==> src/rtl/pixel_color_fifo.sv <==
// Elastic RGB buffer between the shader pipeline and the HDMI encoder.
// Primes to a fill level before serving pops, then streams one pixel per pop.
module pixel_color_fifo #(
  parameter int          DEPTH              = 64,
  parameter int          ADDR_WIDTH         = 6,
  parameter int          PRIME_LEVEL        = 16,
  parameter int          ALMOST_FULL_THRESH = 56,
  parameter logic [23:0] UNDERFLOW_COLOR    = 24'h000000
) (
  input  logic                  clk,
  input  logic                  rst_n,
  input  logic [7:0]            red_in,
  input  logic [7:0]            green_in,
  input  logic [7:0]            blue_in,
  input  logic                  color_valid,
  input  logic                  frame_start,
  input  logic                  pop,
  input  logic                  clr_stats,
  output logic [7:0]            red_out,
  output logic [7:0]            green_out,
  output logic [7:0]            blue_out,
  output logic                  out_valid,
  output logic                  full,
  output logic                  empty,
  output logic                  almost_full,
  output logic [ADDR_WIDTH:0]   level,
  output logic [15:0]           underflow_count,
  output logic [15:0]           overflow_count,
  output logic                  underflow_sticky
);

  localparam logic [ADDR_WIDTH:0]   LVL_ONE   = 1;
  localparam logic [ADDR_WIDTH-1:0] PTR_ONE   = 1;
  localparam logic [ADDR_WIDTH:0]   DEPTH_LVL = DEPTH[ADDR_WIDTH:0];
  localparam logic [ADDR_WIDTH:0]   PRIME_LVL = PRIME_LEVEL[ADDR_WIDTH:0];
  localparam logic [ADDR_WIDTH:0]   AF_LVL    = ALMOST_FULL_THRESH[ADDR_WIDTH:0];

  typedef enum logic {PRIME, RUN} state_t;

  state_t                state;
  logic [23:0]           mem [DEPTH];
  logic [ADDR_WIDTH-1:0] wr_ptr;
  logic [ADDR_WIDTH-1:0] rd_ptr;
  logic [ADDR_WIDTH:0]   level_next;
  logic                  pop_accepted;
  logic                  push_accepted;
  logic                  overflow_evt;
  logic                  underflow_evt;

  // A flush pulse masks every push/pop event in its cycle.
  always_comb begin
    pop_accepted  = (state == RUN) && pop && !empty && !frame_start;
    push_accepted = color_valid && (!full || pop_accepted) && !frame_start;
    overflow_evt  = color_valid && full && !pop_accepted && !frame_start;
    underflow_evt = (state == RUN) && pop && empty && !frame_start;
  end

  always_comb begin
    level_next = level;
    if (frame_start)
      level_next = '0;
    else if (push_accepted && !pop_accepted)
      level_next = level + LVL_ONE;
    else if (!push_accepted && pop_accepted)
      level_next = level - LVL_ONE;
  end

  always_ff @(posedge clk) begin
    if (push_accepted)
      mem[wr_ptr] <= {red_in, green_in, blue_in};
  end

  always_ff @(posedge clk or negedge rst_n) begin
    if (!rst_n) begin
      state       <= PRIME;
      wr_ptr      <= '0;
      rd_ptr      <= '0;
      level       <= '0;
      empty       <= 1'b1;
      full        <= 1'b0;
      almost_full <= 1'b0;
    end else begin
      level       <= level_next;
      empty       <= (level_next == '0);
      full        <= (level_next == DEPTH_LVL);
      almost_full <= (level_next >= AF_LVL);
      if (frame_start) begin
        state  <= PRIME;
        wr_ptr <= '0;
        rd_ptr <= '0;
      end else begin
        if (state == PRIME && level >= PRIME_LVL)
          state <= RUN;
        if (push_accepted)
          wr_ptr <= wr_ptr + PTR_ONE;
        if (pop_accepted)
          rd_ptr <= rd_ptr + PTR_ONE;
      end
    end
  end

  // Read data reflects the RAM before any same-cycle write, so a full
  // push+pop returns the oldest entry.
  always_ff @(posedge clk or negedge rst_n) begin
    if (!rst_n) begin
      {red_out, green_out, blue_out} <= 24'h000000;
      out_valid                      <= 1'b0;
    end else begin
      out_valid <= pop;
      if (pop) begin
        if (pop_accepted)
          {red_out, green_out, blue_out} <= mem[rd_ptr];
        else
          {red_out, green_out, blue_out} <= UNDERFLOW_COLOR;
      end
    end
  end

  always_ff @(posedge clk or negedge rst_n) begin
    if (!rst_n) begin
      underflow_count  <= '0;
      overflow_count   <= '0;
      underflow_sticky <= 1'b0;
    end else if (clr_stats) begin
      underflow_count  <= '0;
      overflow_count   <= '0;
      underflow_sticky <= 1'b0;
    end else begin
      if (overflow_evt && overflow_count != 16'hFFFF)
        overflow_count <= overflow_count + 16'd1;
      if (underflow_evt && underflow_count != 16'hFFFF)
        underflow_count <= underflow_count + 16'd1;
      if (underflow_evt)
        underflow_sticky <= 1'b1;
    end
  end

endmodule
==> config.mk <==
export PLATFORM = sky130hd
export DESIGN_NAME = pixel_color_fifo
export DESIGN_NICKNAME = d
export VERILOG_FILES = /design/src/rtl/pixel_color_fifo.sv
export SDC_FILE = /design/constraint.sdc
export NUM_CORES = 1
export LEC_CHECK = 0
export BUFFER_PORTS_ARGS = -buffer_cell sky130_fd_sc_hd__buf_2
export CAP_MARGIN = 20
export CORE_MARGIN = 2
export CORE_UTILIZATION = 30
export CTS_CLUSTER_SIZE = 40
export DETAILED_ROUTE_END_ITERATION = 7
export PLACE_DENSITY = 0.41
export SYNTH_ARGS = -nofsm -noshare
export SYNTH_HDL_FRONTEND = slang
export SYNTH_SLANG_ARGS = --single-unit
==> constraint.sdc <==
create_clock -name clk -period 5.3 [get_ports clk]
set_input_delay 1.06 -clock clk [delete_from_list [all_inputs] [get_ports clk]]
set_output_delay 1.06 -clock clk [all_outputs]
set_load 0.02 [all_outputs]
==> results of run 1 <==
[worst max-delay path: cells and delay by family (launching register included)]
family / cells / cell delay, ns
AND/OR/NAND/NOR: 3 / 1.39
flip-flops: 1 / 0.97
AO/OA/AOI/OAI: 3 / 0.75
buffers and inverters: 2 / 0.60
[cell type report]
type	count	area, sq um	share of cell area [%]
multi-input combinational	1407	14030	19.31
clock inverter	88	608.1	0.8368
clock buffer	230	4677	6.436
timing repair buffer	211	1551	2.135
tap	2788	3488	4.800
antenna	8	20.02	0.02755
inverter	34	127.6	0.1756
sequential	1617	48160	66.28
[cells by family (layout without fill, tap and decap cells)]
kind of cell               Yosys count  in the layout  synth area share, %
DFF                               1617           1617                76.78
xor gates and xnor gates            41             41               0.5726
muxes                              583            583                14.09
and+or+nand+nor                    493            493                3.737
AOI/OAI and AO/OA                  283            283                3.136
adders and majority gates            7              7               0.1397
other                                0              8                    0
buffers and inverters              222            563                1.540
[metal layers]
metal  vias to the layer above  part of all wire (%)
met5                         -                     0
met4                         0                   2.7
met3                       220                   5.2
met2                       814                    46
met1                     16660                    46
li1                      13580                     -
[registers in the layout, indices dropped and copies added (netlist names)]
signal            cells
blue_out              8
wr_ptr                6
mem                1536
red_out               8
out_valid             1
underflow_sticky      1
level                 7
empty                 1
green_out             8
overflow_count       16
full                  1
state                 1
almost_full           1
rd_ptr                6
underflow_count      16
[cell usage in the layout, fill, tap and decap left out, drive strengths merged, types with 2 or more instances in the layout]
cell	count
ha	7
nor4b	3
a32oi	2
inv	44
nand3	114
nor4	3
and2	6
a31oi	25
mux4	240
nor3	6
and4	6
diode	8
mux2i	343
and3	6
dfrtp	80
nand4	37
a21oi	32
clkbuf	230
xnor2	13
bufinv	5
a22oi	168
nand3b	5
xor2	28
buf	211
nor2	173
nand2b	5
nor2b	10
or3	5
or2	3
clkinv	71
edfxtp	1536
nand2	104
clkinvlp	2
nor3b	3
o22ai	49
[worst paths after layout]
check | startpoint | end | slack [ns] | depth (start not counted)
worst min register to register | underflow_sticky | underflow_sticky | 0.49 | 2
min in group clk | underflow_sticky | underflow_sticky | 0.49 | 2
worst max-delay path | rd_ptr[1] | green_out[5] | 1.41 | 8
worst min-delay path | rst_n | underflow_count[2] | 0.30 | 1
max in group asynchronous | rst_n | red_out[1] | 4.02 | 2
worst max register to register | rd_ptr[1] | green_out[5] | 1.41 | 8
[power breakdown]
part / total, mW / switching, mW / internal, mW
clock: 11.5 / 5.04 / 6.44
sequential: 14.0 / 0.0112 / 14.0
combinational: 0.440 / 0.383 / 0.0570
[metrics by stage]
stage	util, %	hold WS [ns]	power (mW)
3_5_place_dp	32.44	0.4819	14.74
2_1_floorplan	-	0.5669	14.35
4_1_cts	34.99	0.2491	26.27
3_3_place_gp	32.42	0.4763	14.74
6_report	35.02	0.2993	25.94
5_1_grt	35.02	0.2995	26.78
==> impl_metrics.csv, run 1 <==
group,metric,value,unit
synthesis,synthArstFlopShare,5.009,%
synthesis,netlist_top_cells_count,"1536 x edfxtp_1, 343 x mux2i_1, 240 x mux4_2",
global_routing,grt_pass1_wl,256400,um
clock_tree,path_clk_slew,0.06,ns
routing,first_pass_iters,5,
clock_tree,cts.sinks,1617,
clock_tree,cts_tree,"built",
synthesis,synth_top_cell_by_area,"edfxtp_1",
clock_tree,cts_buffers,175,
clock_tree,cts-root-buf,"clkbuf_16",
routing,vias,31280,
pwr,power.density,357.0,mW/mm^2
setup_path,worst_ep_arrival_time,4.57,ns
cells_and_area,fillers,19470,
setup_path,crit_path_max_incr_delay,0.97,ns
synthesis,synth.yosys.warnings,0,
synthesis,ys_top_cells_by_area,"edfxtp_1 74%, mux4_2 8.6%, mux2i_1 5.5%",
routing,wl_per_cell,29.01,um
synthesis,synth_most_common_cell,"edfxtp_1",
global_routing,grt_pass1_vias,31510,
sta,setup_ws,1.406,ns
floorplanning,start_util,30.23,%
routing,routed_wirelength,185200,um
sta,worst_pin_slew,1.094,ns
synthesis,synthCells,3246,
routing,route.detailed.drc,0,
setup_path,critical_path_class,"reg -> reg",
sta,setup_viol,0,
setup_path,required,5.98,ns
worst_hold_path,hold_class,"in -> async",
cells_and_area,area_growth,15.87,%
placed_design,dp_hpwl,113200,um
floorplanning,core,0.2075,sq mm
cells_and_area,fin_nets,3483,
synthesis,syn_nets,3283,
pwr,ir_worst_vdd,0.3192,mV
synthesis,synth_flop_cell,"edfxtp_1",
sta,fin_crit,3.894,ns
outcome,status,"finished, final reports clean",
sta,skew,0.03051,ns
sta,drv_slew,0,
routing,first_iter_violations,3144,
sta,fmax,0.2568,GHz
floorplanning,row_count,167,
placed_design,placedCellCount,6055,
sta,fin_setup_tns,0,ns
floorplanning,ios,98,
synthesis,ys_types,54,
clock_tree,post_cts_buffers,0,
floorplanning,dieHeight,461.2,um
routing,ant_nets,0,
clock_tree,insertion_delay,0.81,ns
setup_path,end_kind,"register",
flow_run,drv_cap,0,
sta,fin_crit_sh,73.47,%
cells_and_area,design_area,0.07267,sq mm
global_routing,antenna_found_initial,10,
sta,rsz0062_at_grt,"false",
global_routing,use_met3,3.068,%
synthesis,synth-seq-cells,1617,
synthesis,synth_area,0.06271,sq mm
placed_design,routabilityCongestion,0.8052,
synthesis,ys_seq_area_share,76.78,%
setup_path,cpMaxStageDelayCell,"dfrtp_4",
clock_tree,cts_max_level,4,
global_routing,grt_max_degree,95,
cells_and_area,drive_gt1_share,21.35,%
clock_tree,clockBufferDepth,3,
synthesis,syn_area_per_cell,19.32,sq um
setup_path,crit_fanout,43,
setup_path,start_kind,"register",
floorplanning,die_w,461.2,um
clock_tree,hold_buffers,0,
setup_path,path_cells,"nor2b_4 -> buf_12 -> buf_4 -> a22oi_1 -> a31oi_1 -> nand3_1 -> nor2_1 -> o22ai_1",
synthesis,synth_edf_count,1536,
global_routing,met2_usage,26.81,%
placed_design,dp_slack,1.299,ns
global_routing,busiest_layer,"met2",
sta,timing.slew.headroom,26.85,%
sta,finalHoldViolations,0,
global_routing,gr-total-overflow,0,
placed_design,place_area,0.06732,sq mm
routing,via_per_inst,4.900,
clock_tree,cts_resized,0,
cells_and_area,final_cell_count_no_fill,6383,
global_routing,grt.total_usage,17.32,%
floorplanning,die-area,0.2127,sq mm
placed_design,io_buffers,97,
pwr,p_leak,21.71,nW
synthesis,synth_top_area_share,73.55,%
global_routing,grtUsageMet1,24.92,%
Power figures use the tool's default switching activity.
==> inputs of run 2 (changes only) <==
--- a/config.mk
+++ b/config.mk
@@ -5,6 +5,7 @@
 export SDC_FILE = /design/constraint.sdc
 export NUM_CORES = 1
 export LEC_CHECK = 0
+export ABC_AREA = 1
 export BUFFER_PORTS_ARGS = -buffer_cell sky130_fd_sc_hd__buf_2
 export CAP_MARGIN = 20
 export CORE_MARGIN = 2
==> constraint.sdc (replaced) <==
create_clock -name clk -period 3.85 [get_ports clk]
set_input_delay 0.77 -clock clk [delete_from_list [all_inputs] [get_ports clk]]
set_output_delay 0.77 -clock clk [all_outputs]
set_load 0.02 [all_outputs]
==> impl_metrics.csv, run 2 <==
group,metric,value,unit
global_routing,gr-total-overflow,0,
setup_path,worst_ep_arrival_time,3.46,ns
setup_path,crit_path_max_incr_delay,0.42,ns
clock_tree,cts-root-buf,"clkbuf_16",
placed_design,placedCellCount,9510,
sta,fin_crit_sh,77.07,%
global_routing,grt.total_usage,19.29,%
setup_path,critical_path_class,"reg -> reg",
floorplanning,die_w,487.0,um
floorplanning,start_util,30.13,%
sta,finalHoldViolations,0,
synthesis,syn_area_per_cell,10.78,sq um
clock_tree,clockBufferDepth,3,
floorplanning,core,0.2323,sq mm
clock_tree,cts_max_level,4,
placed_design,place_area,0.07535,sq mm
pwr,p_leak,31.75,nW
pwr,sw_frac_of_total,23.56,%
sta,rsz0062_at_grt,"false",
routing,first_pass_iters,5,
cells_and_area,largest_reg_flops,1536,
routing,vias,46170,
clock_tree,cts_resized,0,
synthesis,ys_seq_area_share,68.79,%
setup_path,crit_family,"simple AND/OR/NAND/NOR gates",
global_routing,grt_pass1_vias,44530,
setup_path,cpMaxStageDelayCell,"nor2_4",
cells_and_area,final_common_cell,"nand2_1",
setup_path,crit_top_cell,"nor2_4",
setup_path,path_cells,"inv_2 -> nand3_4 -> nor2_8 -> nor2_4 -> nor2_4 -> inv_2 -> nor2_4 -> nand4_4 -> buf_4 -> nor2_2 -> buf_4",
floorplanning,ios,98,
synthesis,synth_most_common_cell,"nand2_1",
clock_tree,path_clk_slew,0.06,ns
synthesis,netlist_top_cells_count,"1766 x nand2_1, 1536 x edfxtp_1, 1174 x nand3_1",
global_routing,grt_max_degree,158,
synthesis,synth_top_cell_by_area,"edfxtp_1",
synthesis,ys_top_cells_by_area,"edfxtp_1 66%, nand2_1 9.5%, nand3_1 8.4%",
sta,fin_crit,2.967,ns
sta,whs,0.1386,ns
placed_design,routabilityCongestion,0.8242,
synthesis,synthCells,6495,
synthesis,syn_nets,6532,
routing,wl_per_cell,23.35,um
cells_and_area,area_growth,16.00,%
floorplanning,dieHeight,487.0,um
placed_design,dp_slack,0.3664,ns
worst_hold_path,hold_path_depth,1,
sta,drv_slew,0,
setup_path,required,4.34,ns
routing,ant_nets,0,
pwr,seqPwrFrac,49.8,%
pwr,p_comb_share,6.2,%
pwr,power_frac_clock,44.0,%
setup_path,r2r_slack,0.88,ns
outcome,status,"finished, final reports clean",
setup_path,path_buf_inv,4,
clock_tree,cts_buffers,184,
cells_and_area,final_cell_mix,"1766 x nand2_1, 1536 x edfxtp_1, 1174 x nand3_1",
global_routing,antenna_found_initial,13,
clock_tree,post_cts_buffers,0,
worst_hold_path,hold_class,"in -> reg",
clock_tree,insertion_delay,0.83,ns
global_routing,grt_pass1_wl,330400,um
sta,timing.slew.headroom,26.13,%
worst_hold_path,min_to,"out_valid",
clock_tree,cts.sinks,1617,
sta,setup_viol,0,
synthesis,synthArstFlopShare,5.009,%
synthesis,synth-seq-cells,1617,
synthesis,synth_edf_count,1536,
synthesis,synth.yosys.warnings,0,
setup_path,r2r_cells,11,
flow_run,drv_cap,0,
routing,route.detailed.drc,0,
cells_and_area,top_regs,"mem x1536, overflow_count x16, underflow_count x16",
sta,fmax,0.3370,GHz
pwr,ir_worst_vdd,0.4403,mV
setup_path,reg2reg_from,"empty",
clock_tree,cts_tree,"built",
setup_path,start_kind,"register",
synthesis,synth_flop_cell,"edfxtp_1",
placed_design,dp_hpwl,138900,um
routing,routed_wirelength,230300,um
sta,worst_pin_slew,1.108,ns
pwr,intPower,29.81,mW
clock_tree,hold_buffers,1,
setup_path,end_kind,"register",
cells_and_area,drive_gt1_share,10.40,%
setup_path,worstReg2RegEnd,"mem[21][11]",
synthesis,synth_area,0.07000,sq mm
cells_and_area,regMostFlops,"mem",
pwr,power.density,480.3,mW/mm^2
synthesis,synth_top_area_share,65.90,%
sta,fin_setup_tns,0,ns
synthesis,ys_types,46,
placed_design,io_buffers,97,
sta,skew,0.02797,ns
worst_hold_path,min_from,"pop",
routing,first_iter_violations,3999,
setup_path,crit_fanout,24,
floorplanning,row_count,177,
pwr,p_sw,9.189,mW
cells_and_area,final_cell_count_no_fill,9863,
cells_and_area,fin_nets,6691,
routing,via_per_inst,4.681,
cells_and_area,design_area,0.08119,sq mm
sta,setup_ws,0.8827,ns
floorplanning,die-area,0.2372,sq mm
[run 2: cell type report]
cell class,count,area (sq um)
fillers,23140,151100
flip-flops and latches,1617,48170
repair buffers,321,2955
inverters,937,3551
diodes,11,27.53
multi-input cells,3593,16880
clock inverters,92,711.9
well taps,3043,3807
clock buffers,249,5090
[run 2: cells by family after synthesis]
family | synth area share [%]
AND/OR/NAND/NOR | 21.38
flip-flops | 68.79
buffers and inverters | 7.599
AO/OA/AOI/OAI | 2.016
XOR/XNOR | 0.08759
adder cells (fa/ha/maj) | 0.1251
[run 2: through the flow]
stage	utilization, %	total power, mW
final	34.95	39.00
after global routing	34.94	40.31
after CTS	34.94	39.49
after detailed placement	32.44	22.26
after global placement	32.44	22.26
after floorplan	-	20.94
[run 2: power by group through the flow]
stage	logic [mW]	clock network, mW	registers, mW
finish	2.43	17.2	19.4
detailed placement	2.49	0	19.8
CTS	2.49	17.6	19.4
floorplan	1.19	0	19.8
global route	2.66	18.3	19.4
global placement	2.48	0	19.8
[run 2: worst max path at each step]
stage	cells after the start	startpoint	endpoint
after detailed placement	11	pop	mem[5][0]
after global routing	13	rd_ptr[0]	red_out[1]
after CTS	11	empty	mem[5][18]
final	11	empty	mem[21][11]
after global placement	11	pop	mem[21][7]
after floorplan	9	frame_start	mem[0][0]
[run 2: metal layers]
layer  vias to the layer above  part of all wire, %  track usage, %
li1                      21940                    -               -
met1                     22930                   45           26.41
met2                      1033                   48           32.29
met3                       271                  4.1           2.338
met4                         0                  2.4           5.036
met5                         -                    0               0
